**src/rtl/mux4_rr_arbiter.sv**
```systemverilog
`default_nettype none
// ============================================================================
// Module   : mux4_rr_arbiter (with helper mux_4to1)
// Brief    : Round-robin arbiter sharing one 4:1 datapath select between four
//            valid/ready requesters, feeding a single-entry output buffer.
// Revision : 1.0 - initial release
// ============================================================================

// ----------------------------------------------------------------------------
// mux_4to1 : plain Size-wide 4:1 word selector
// ----------------------------------------------------------------------------
module mux_4to1 #(
    parameter int Size = 64
) (
    input  logic [1:0]      sel,
    input  logic [Size-1:0] d0,
    input  logic [Size-1:0] d1,
    input  logic [Size-1:0] d2,
    input  logic [Size-1:0] d3,
    output logic [Size-1:0] y
);

    // Select one of the four input words
    always_comb begin
        y = d0;
        case (sel)
            2'd0:    y = d0;
            2'd1:    y = d1;
            2'd2:    y = d2;
            default: y = d3;
        endcase
    end

endmodule

// ----------------------------------------------------------------------------
// mux4_rr_arbiter : top level
// ----------------------------------------------------------------------------
module mux4_rr_arbiter #(
    parameter int Size = 64
) (
    input  logic            clk,
    input  logic            reset_n,
    input  logic [3:0]      req_valid,
    input  logic [Size-1:0] req_data0,
    input  logic [Size-1:0] req_data1,
    input  logic [Size-1:0] req_data2,
    input  logic [Size-1:0] req_data3,
    output logic [3:0]      req_ready,
    output logic [1:0]      sel_o,
    output logic            out_valid,
    output logic [Size-1:0] out_data,
    output logic [1:0]      out_src,
    input  logic            out_ready
);

    typedef enum logic [0:0] {
        EMPTY = 1'b0,
        FULL  = 1'b1
    } state_t;

    state_t          state;
    state_t          state_next;
    logic [1:0]      last;
    logic [1:0]      winner;
    logic [1:0]      scan_idx;
    logic            found;
    logic            any_req;
    logic            load;
    logic [Size-1:0] mux_y;

    assign any_req = |req_valid;

    // Reset gates load so no handshake can complete on a reset edge
    assign load      = reset_n & any_req & ((state == EMPTY) | out_ready);
    assign sel_o     = any_req ? winner : last;
    assign req_ready = load ? (4'b0001 << winner) : 4'b0000;
    assign out_valid = (state == FULL);

    // Round-robin scan starting just after the most recent grant
    always_comb begin
        winner   = last;
        scan_idx = last;
        found    = 1'b0;
        for (int k = 1; k <= 4; k++) begin
            scan_idx = last + 2'(k);
            if (!found && req_valid[scan_idx]) begin
                winner = scan_idx;
                found  = 1'b1;
            end
        end
    end

    mux_4to1 #(
        .Size (Size)
    ) u_mux (
        .sel (sel_o),
        .d0  (req_data0),
        .d1  (req_data1),
        .d2  (req_data2),
        .d3  (req_data3),
        .y   (mux_y)
    );

    // Buffer next-state: refill wins over drain, so a drain+fill stays FULL
    always_comb begin
        state_next = state;
        if (load) begin
            state_next = FULL;
        end else if ((state == FULL) && out_ready) begin
            state_next = EMPTY;
        end
    end

    // Buffer state register
    always_ff @(posedge clk) begin
        if (!reset_n) begin
            state <= EMPTY;
        end else begin
            state <= state_next;
        end
    end

    // Output word, source index and last-grant pointer; held unless loading
    always_ff @(posedge clk) begin
        if (!reset_n) begin
            out_data <= '0;
            out_src  <= 2'd0;
            last     <= 2'd3;
        end else if (load) begin
            out_data <= mux_y;
            out_src  <= winner;
            last     <= winner;
        end
    end

endmodule
`default_nettype wire

```
**config.mk**
```make
export PLATFORM = sky130hd
export DESIGN_NAME = mux4_rr_arbiter
export DESIGN_NICKNAME = d
export VERILOG_FILES = /design/src/rtl/mux4_rr_arbiter.sv
export SDC_FILE = /design/constraint.sdc
export NUM_CORES = 1
export LEC_CHECK = 0
export ABC_AREA = 0
export CELL_PAD_IN_SITES_DETAIL_PLACEMENT = 2
export CELL_PAD_IN_SITES_GLOBAL_PLACEMENT = 2
export CORE_MARGIN = 5
export CORE_UTILIZATION = 16
export DETAILED_ROUTE_END_ITERATION = 8
export GPL_TIMING_DRIVEN = 0
export HOLD_SLACK_MARGIN = 0.05
export PLACE_DENSITY = 0.85
export SLEW_MARGIN = 20
export SYNTH_ARGS = -nofsm -noshare
export SYNTH_HDL_FRONTEND = slang
export SYNTH_HIERARCHICAL = 1
export SYNTH_SLANG_ARGS = --single-unit
```
**constraint.sdc**
```tcl
create_clock -name clk -period 2.3 [get_ports clk]
set_clock_uncertainty 0.15 [all_clocks]
set_input_delay 0.345 -clock clk [delete_from_list [all_inputs] [get_ports clk]]
set_output_delay 0.345 -clock clk [all_outputs]
set_load 0.02 [all_outputs]
```
==> results.json <==
{
  "r2r-end": "out_data[40]",
  "area_delta_synth_final_pct": 104,
  "fin_crit_sh_pct": 96.9,
  "die_x_um": 170,
  "slowest_stage": "or4_4",
  "fin_crit_ns": 2.23,
  "multi_input_area_um2": 2500,
  "final_cell_mix": "325 x clkdlybuf4s50_1, 125 x nand2_1, 67 x dfxtp_1",
  "cp_top_family": "simple AND/OR/NAND/NOR gates",
  "overflow": 0,
  "reg2reg_from": "last[0]",
  "max_freq_ghz": 0.449,
  "io_pins": 336,
  "fp.coreArea_um2": 25300,
  "numPortBuffers": 335,
  "timing.critical_path.buf_inv": 2,
  "cts_buffers": 9,
  "slew_violations": 0,
  "fillerInstances": 2786,
  "drc": 0,
  "drive_above_1_share_pct": 17.9,
  "rrSetupSlack_ns": 0.10,
  "nNetsFinal": 1013,
  "drv_cap": 0,
  "p_leak_nw": 3.28,
  "hold_ws_ns": 0.215,
  "gp_congestion": 0.768,
  "cts_buffer_depth": 2,
  "crit_path_start": "req_valid[0]",
  "fp.dieH_um": 170,
  "antenna_found_initial": 3,
  "cts_root_buf": "clkbuf_16",
  "final-setup-viol-count": 0,
  "initialDrtViolationCount": 87,
  "slew_headroom_pct": 64.2,
  "ys_ff_latch": 69,
  "ys_seq_area_share_pct": 33.6,
  "cts_tree": "done",
  "fin_cells": 1085,
  "synthCells": 393,
  "clock-sinks": 69,
  "num_vias": 4660,
  "grt_pass1_wl_um": 31500,
  "grt_max_degree": 20,
  "layout_commonest_cell": "clkdlybuf4s50_1",
  "place_hpwl_um": 17900,
  "vias_per_cell": 4.29,
  "ctsHoldBuffers": 0,
  "ir_worst_vdd_mv": 0.214,
  "core.rowCount": 58,
  "path_class": "in2out",
  "worst-path-stages": 5,
  "syn_area_per_cell_um2": 10.4,
  "hp-class": "in2reg",
  "drt-total-wl_um": 22000,
  "cts.clk_slew.worst_paths_ns": 0.06,
  "post-place-cells": 1058,
  "wl_per_cell_um": 20.3,
  "setup_tns_ns": 0,
  "power.density_nw_per_um2": 663,
  "die_area_um2": 29000,
  "hold_viol_final": 0,
  "cp_data_required_time_ns": 1.80,
  "worstSkewPairLatency_ns": 0.33,
  "ant_nets": 0,
  "initial_utilization_pct": 16.3,
  "worst_pin_slew_ns": 0.538,
  "cpPeakStageDelay_ns": 0.54,
  "crit_fanout": 5,
  "seqCellArea_um2": 1390,
  "cp-endpoint": "req_ready[3]",
  "grt_pass1_vias": 5318,
  "critPathCaptureType": "output port",
  "h-tree-depth": 3,
  "ys_types": 27,
  "grt_use_total_pct": 14.4,
  "synth_nets": 656,
  "drt_pre_antenna_iters": 4,
  "reg2reg_depth": 9,
  "syn_area_um2": 4110,
  "status": "finished, final reports clean",
  "crit_chain": "dlygate4sd2_1 > or4_4 > and3_4 > and3_1 > buf_2",
  "critPathArrivalTime_ns": 1.73,
  "p_total_mw": 5.54,
  "startpoint_type": "input port",
  "yosys_warnings": 6,
  "rsz0062_at_grt": "yes"
}
[timing repair]
| item | in CTS | in global routing |
|---|---|---|
| endpoints found under the setup margin | 71 | 69 |
| hold endpoints to repair | 0 | 0 |
| setup buffers | 10 | 1 |
| cloned | 0 | 3 |
| pin swaps | 3 | 3 |
| resized for setup | 54 | 15 |
[Yosys cell counts]
cell type    n  share of area (%)
nand3_1     65                7.9
o21ai_1      1               0.12
nor2b_1      2               0.30
a21oi_1      2               0.24
nor3_1       3               0.37
mux4_2      60                 33
a21o_1       1               0.18
o21a_1       2               0.37
a211oi_1     1               0.18
or3_1        1               0.15
inv_1        2               0.18
nand3_2      1               0.24
mux4_1       4                2.6
buf_6        3               0.82
and3_1       3               0.46
o21ai_0      3               0.37
clkbuf_1    12                1.1
clkbuf_2     1               0.12
buf_2       14                1.7
nand2_1    128                 12
and3_4       1               0.27
nor2_1       3               0.27
or4_4        1               0.27
dfxtp_1     69                 34
a31oi_1      1               0.15
nand2b_1     3               0.46
buf_12       6                2.9
[routing by layer]
layer | vias up | part of all wire, % | global-route usage [%]
li1 | 2166 | - | -
met3 | 14 | 6.3 | 3.55
met1 | 2305 | 36 | 15.4
met5 | - | 0.059 | 0
met2 | 173 | 56 | 27.9
met4 | 2 | 1.0 | 3.85
[report_power, final]
group          switching, mW  total, mW  internal, mW  leakage [nW]
combinational           1.17       2.74          1.57          2.58
sequential             0.122       1.55          1.43         0.575
clock                  0.541       1.25         0.712         0.123
[worst min-delay path: stages]
cell and delay (ns):
clkbuf_2 0.12, nor2_1 0.09, a31oi_1 0.08
[area by class of cell]
class                      count  share of cell area (%)
clock buffer                   9                    2.69
tap                          330                    4.94
clock inverter                 5                   0.359
timing repair buffer         349                    41.8
multi-input combinational    286                    29.9
inverter                       2                   0.120
buffer                        33                    3.55
sequential                    69                    16.6
antenna                        2                  0.0598
[flip-flops by register name, summed over array words and instances (netlist names)]
register / flops
out_data: 64
out_src: 2
last: 2
out_valid: 1
[cell families after synthesis]
| logic type | after synthesis | share of synthesized area, % |
|---|---|---|
| AOI/OAI and AO/OA | 11 | 1.61 |
| buffers and inverters | 38 | 6.86 |
| DFF | 69 | 33.6 |
| muxes | 64 | 35.5 |
| and+or+nand+nor | 211 | 22.4 |
[worst min-delay path by stage]
stage / slack [ns] / endpoint / cells after the start / start
after global routing: 0.20 / out_valid / 3 / req_valid[3]
after CTS: 0.31 / out_data[5] / 2 / out_data[5]
after detailed placement: 0.30 / out_data[5] / 2 / out_data[5]
after global placement: 0.29 / out_data[18] / 2 / out_data[18]
final: 0.22 / out_valid / 3 / req_valid[3]
after floorplan: 0.34 / out_valid / 2 / reset_n
[metrics by stage]
stage | util, % | setup WS, ns | cell area (um^2)
detailed placement | 31.2 | -1.32 | 7880
floorplan | - | 0.0430 | 4110
global route | 33.1 | -0.0212 | 8360
global placement | 31.2 | -1.22 | 7880
finish | 33.1 | 0.0707 | 8360
CTS | 32.7 | -0.0473 | 8250
(Power assumes the default switching activity.)
==> variant 1: new RTL, same settings <==
`Size` is set to 64 in 2 places; all go to 32.
--- a/src/rtl/mux4_rr_arbiter.sv
+++ b/src/rtl/mux4_rr_arbiter.sv
@@ -10,7 +10,7 @@
 // mux_4to1 : plain Size-wide 4:1 word selector
 // ----------------------------------------------------------------------------
 module mux_4to1 #(
-    parameter int Size = 64
+    parameter int Size = 32
 ) (
     input  logic [1:0]      sel,
     input  logic [Size-1:0] d0,
@@ -37,7 +37,7 @@
 // mux4_rr_arbiter : top level
 // ----------------------------------------------------------------------------
 module mux4_rr_arbiter #(
-    parameter int Size = 64
+    parameter int Size = 32
 ) (
     input  logic            clk,
     input  logic            reset_n,
Interface: changed (5 resized); port bits go from 336 to 176. No check against the original RTL was run, so the function may have changed too.
==> variant 1 against the original RTL <==
  * Power down 48%
  * Final area down 47%
  * Final cell count down 46%
  * Synthesized cell count down 45%
  * Utilization down 1.2 points
  * Routed wire length down 52%
  * Synthesized area down 45%
  * Setup slack better by 0.0090 ns
  * Sequential cell count down 32
  * Count of clock-buffer cells in the layout down 3
  * Critical path type unchanged
  * Largest power group unchanged
  * Highest routed layer unchanged
==> variant 1: results (changes against the original RTL) <==
The initial antenna violation count is 2 (-1), and the post-placement cell area is 4220 um2 (-46%). The global routing met3 resource utilization was 3.32% (-0.23 points); the via count was 2510 (-46%). Largest net degree at the start of global routing: 12 (-40%). The post-synthesis sequential area ratio was 32.9% (-0.75 points); the post-synthesis net count was 351 (-46%).

The kind of path behind the tightest hold check is primary input to flip-flop. The flow ran to the end, and the final reports show no timing, DRC or antenna violations. The detailed-routing wirelength on met1 is 3840 um (-52%), and the routed length on met3 is 763 um (-45%). The run gives 24.7% (-3.2 points) as the global routing usage on met2. The run gives 0 (-2) as the number of inserted diodes. The stage delay of the slowest cell on the critical path works out to 0.28 ns (-0.26 ns).

The smallest hold slack is 0.302 ns (+0.0866 ns). The tools report the critical path capture point as req_ready[2]. The run gives 1.77 nW (-46%) as the leakage power summed over all cells. The number of H-tree branching levels came out at 2 (-1).

The cell count after synthesis came out at 216 (-45%). The wire length of the first global-routing pass was 16100 um (-49%). In this run the top signal layer used is met5. The tools report the worst setup slack after placement as -1.05 ns (+0.273 ns). The final HPWL from detailed placement is 8920 um (-50%), and the count of routing violations after the opening detailed-route iteration is 40 (-54%). The number of vias per cell came out at 4.29 (-0.10%).

For the yosys synthesis warning count, the log shows 6 (unchanged). The clock latency on the worst-skew pair was 0.27 ns (-0.06 ns). The post-CTS clock slew at the launch and capture registers of the worst setup and hold paths was 0.06 ns (about the same); the routed wire length was 10600 um (-52%).

In the final layout, the registers with the most flip-flops are out_data: 32 flops, last: 2 flops, out_src: 2 flops. Among all stages on the critical path, the largest delay is contributed by sky130_fd_sc_hd__dlygate4sd2_1. The maximum resistive drop on vdd came out at 0.000209 V (-2.2%).

The startpoint of the tightest hold check path was req_valid[1]. After synthesis, the most frequently instantiated cells are sky130_fd_sc_hd__nand2_1, sky130_fd_sc_hd__dfxtp_1, sky130_fd_sc_hd__nand3_1. By area the synthesized netlist is led by sky130_fd_sc_hd__dfxtp_1, sky130_fd_sc_hd__mux4_2, sky130_fd_sc_hd__nand2_1. Post-CTS resize count: 35 (-35%).

Filler cell count in the final layout: 1538 (-45%). The transition at the pin with the smallest max-transition slack came out at 0.542 ns (+0.00426 ns). The number of global-route vias before repair was 3046 (-43%). The number of I/O port buffers works out to 174 (-48%). The detailed-routed wire length on met2 is 5840 um (-53%). The critical path starts at req_valid[3].

The met1 routing resource usage after global routing was 13.2% (-2.2 points). Grouping stages by cell kind, the critical path spends the most delay in buffers and inverters. The total routing resource utilization after global routing came out at 12.5% (-1.9 points). The net count of the finished layout was 539 (-47%); the clock buffer count from CTS was 5 (-4). The shortest period the worst path allows came out at 2.22 ns (-0.00903 ns).

For the internal power, the log shows 1.95 mW (-47%). The instance count after placement with tap cells included is 570 (-46%). Proportion of register bits with asynchronous set or reset after synthesis: 0% (unchanged). The endpoint of the lowest-slack register-to-register path was out_data[19]. The routability-driven placement congestion ratio is 0.695 (-9.5%), and the fraction of final layout cells sized beyond drive strength 1 is 18.0% (+0.096 points).

The post-CTS setup buffer count was 5 (-5).
-- variant 1: layout make-up --
class                   count  area, um2  share of cell area [%]
clock buffers               6        129                    2.92
multi-input cells         158       1350                    30.6
inverters                   2       7.51                   0.170
flip-flops and latches     37        742                    16.8
plain buffers              18        180                    4.08
well taps                 180        225                    5.10
repair buffers            182       1770                    40.1
clock inverters             2       10.0                   0.227
-- variant 1: logic make-up after synthesis --
kind of cell	Yosys count	share of synthesized area, %
buffers and inverters	21	8.67
flip-flops	37	32.9
AO/OA/AOI/OAI	11	3.17
AND/OR/NAND/NOR	115	22.9
multiplexers	32	32.3
-- variant 1: power groups by stage --
stage                     Combinational [mW]  Sequential [mW]  Clock [mW]
final                                   1.38            0.833       0.659
after global routing                    1.48            0.853       0.730
after detailed placement                1.39            0.846           0
after floorplan                        0.602            0.971           0
after CTS                               1.41            0.836       0.695
after global placement                  1.35            0.834           0
==> variant 2: new RTL, same flow settings <==
Made on the original files. Make the reset (`reset_n`) asynchronous in 2 clocked blocks.
--- a/src/rtl/mux4_rr_arbiter.sv
+++ b/src/rtl/mux4_rr_arbiter.sv
@@ -113,7 +113,7 @@
     end
 
     // Buffer state register
-    always_ff @(posedge clk) begin
+    always_ff @(posedge clk or negedge reset_n) begin
         if (!reset_n) begin
             state <= EMPTY;
         end else begin
@@ -122,7 +122,7 @@
     end
 
     // Output word, source index and last-grant pointer; held unless loading
-    always_ff @(posedge clk) begin
+    always_ff @(posedge clk or negedge reset_n) begin
         if (!reset_n) begin
             out_data <= '0;
             out_src  <= 2'd0;
Check against the original RTL: differs if reset_n is asserted again (counterexample within 4 cycles, from zero or initial values and one cycle with reset_n low); with reset_n held inactive, the same outputs for 4 cycles.
==> variant 2 against the original RTL <==
  * Clock power rose by 15%
  * Largest cell class unchanged
  * Sequential cell count did not move
  * Power rose by 62%
  * Final area rose by 6.0%
  * Routed wire length is 3.3% lower
  * Setup slack got worse by 0.24 ns
  * Synthesized area rose by 12%
  * Combinational power rose by 95%
  * The flow now finishes with violations (setup timing)
  * Sequential share of layout area is 2.9 points higher
  * Register-to-register slack worse by 0.27 ns
  * Count of clock-buffer cells in the layout increased by 3
  * Die area increased by 11%
  * Global-route usage is 1.7 points lower
==> variant 2: results (changes against the original RTL) <==
By count the netlist is led by sky130_fd_sc_hd__dfrtp_1, sky130_fd_sc_hd__mux2_4, sky130_fd_sc_hd__mux4_2. The tools report the final number of setup-violating endpoints as 66 (+66). The detailed-routing wirelength on met1 is 7300 um (-8.7%). The instance count after placement with tap cells included was 970 (-8.3%); the number of distinct library cell variants in the gate-level netlist after synthesis was 26 (-3.7%). Cell count after synthesis: 250 (-36%). The worst slew margin relative to its limit was 80.5% (+16 points).

The min-delay analysis places its worst path in the category flip-flop to flip-flop. The logs give 869 (-14%) for the net count of the finished layout and 21300 um (-3.3%) for the routed wire length. The internal power is 5.86 mW (+58%). Wire length of the first global-routing pass: 30200 um (-4.3%).

Ranked by total cell area, the synthesized netlist is headed by sky130_fd_sc_hd__dfrtp_1, sky130_fd_sc_hd__mux4_2, sky130_fd_sc_hd__mux2_4. The met1 routing resource usage after global routing came out at 13.0% (-2.4 points). The slowest stage of the critical path belongs to the cell sky130_fd_sc_hd__dfstp_2. The final reports fail on setup timing. The count of routing violations after the opening detailed-route iteration was 54 (-38%); the number of vias per cell was 4.08 (-5.0%). The logs give 3.47 nW (+5.8%) for the leakage power summed over all cells and 12.7% (-1.7 points) for the total routing resource utilization after global routing.

The routability-driven placement congestion ratio is 0.717 (-6.6%), and the proportion of register bits with asynchronous set or reset after synthesis is 100% (+100 points). The number of sequential cells was 69 (unchanged). By startpoint and endpoint, the worst setup path is classified as flip-flop to flip-flop.

The multiplexer share of the synthesized area works out to 52.9% (+17 points). The run gives -8.76 ns (-8.76 ns) as the summed negative setup slack over all endpoints. The power consumed by the clock network was 1.44 mW (+15%); the stage delay of the slowest cell on the critical path was 0.58 ns (+0.04 ns). The multi-input combinational gate total is 156 (-45%). The layout clock buffer count was 12 (+3). The share of final layout cell area taken by non-clock buffers was 42.2% (-3.1 points); the count of hold buffers inserted by post-cts repair was 2 (+2).

The synthesized-area fraction occupied by ao, oa, aoi and oai cells came out at 2.04% (+0.43 points). The run gives 1730 um2 (+25%) as the sequential cell area in the final layout. Grouping stages by cell kind, the critical path spends the most delay in multiplexers. The tools report the filler cell count in the final layout as 3077 (+10%). The fraction of area in clock buffers and inverters was 3.32% (+0.26 points). Maximum resistive drop on vdd: 0.000291 V (+36%). The routed length on met3 is 2260 um (+63%), and the initial antenna violation count is 5 (+2). The number of global-route vias before repair came out at 4906 (-7.7%). Power dissipated in combinational cells: 5.35 mW (+95%). The origin of the critical flop-to-flop path was last[1]. The number of inserted diodes came out at 0 (-2).

For the post-synthesis net count, the log shows 513 (-22%). For the post-CTS resize count, the log shows 44 (-19%). For the worst setup slack after placement, the log shows -0.872 ns (+0.446 ns).

The fraction of final layout cells sized beyond drive strength 1 is 30.6% (+13 points). The post-placement cell area is 8470 um2 (+7.5%), and the minimum setup slack in the final design is -0.174 ns (-0.244 ns). The run finished, with violations left. The maximum fanout encountered on the critical timing path was 10 (+5); the global routing usage on met2 was 23.1% (-4.8 points). Via count: 4061 (-13%).
[variant 2: cell count changes after synthesis, sizes merged, moves of 11 or more]
| cell | delta |
|---|---|
| nand2 | -123 |
| dfxtp | -69 |
| clkbuf | -11 |
| mux2 | +64 |
| nand3 | -66 |
| dfrtp | +67 |
[variant 2: path summary, 6_finish.rpt]
kind	to	slack, ns	depth (start not counted)
min in group asynchronous	out_data[6]	0.53	3
worst min-delay path	out_data[32]	0.36	1
worst max register to register	out_data[33]	-0.17	7
max in group asynchronous	last[1]	1.19	3
worst min register to register	out_data[32]	0.36	1
worst max-delay path	out_data[33]	-0.17	7
[variant 2: cell families (layout without fill, tap and decap cells)]
family | Yosys count | count (layout)
AO/OA/AOI/OAI | 14 | 14
buffers and inverters | 25 | 386
flip-flops | 69 | 69
AND/OR/NAND/NOR | 13 | 13
multiplexers | 129 | 129
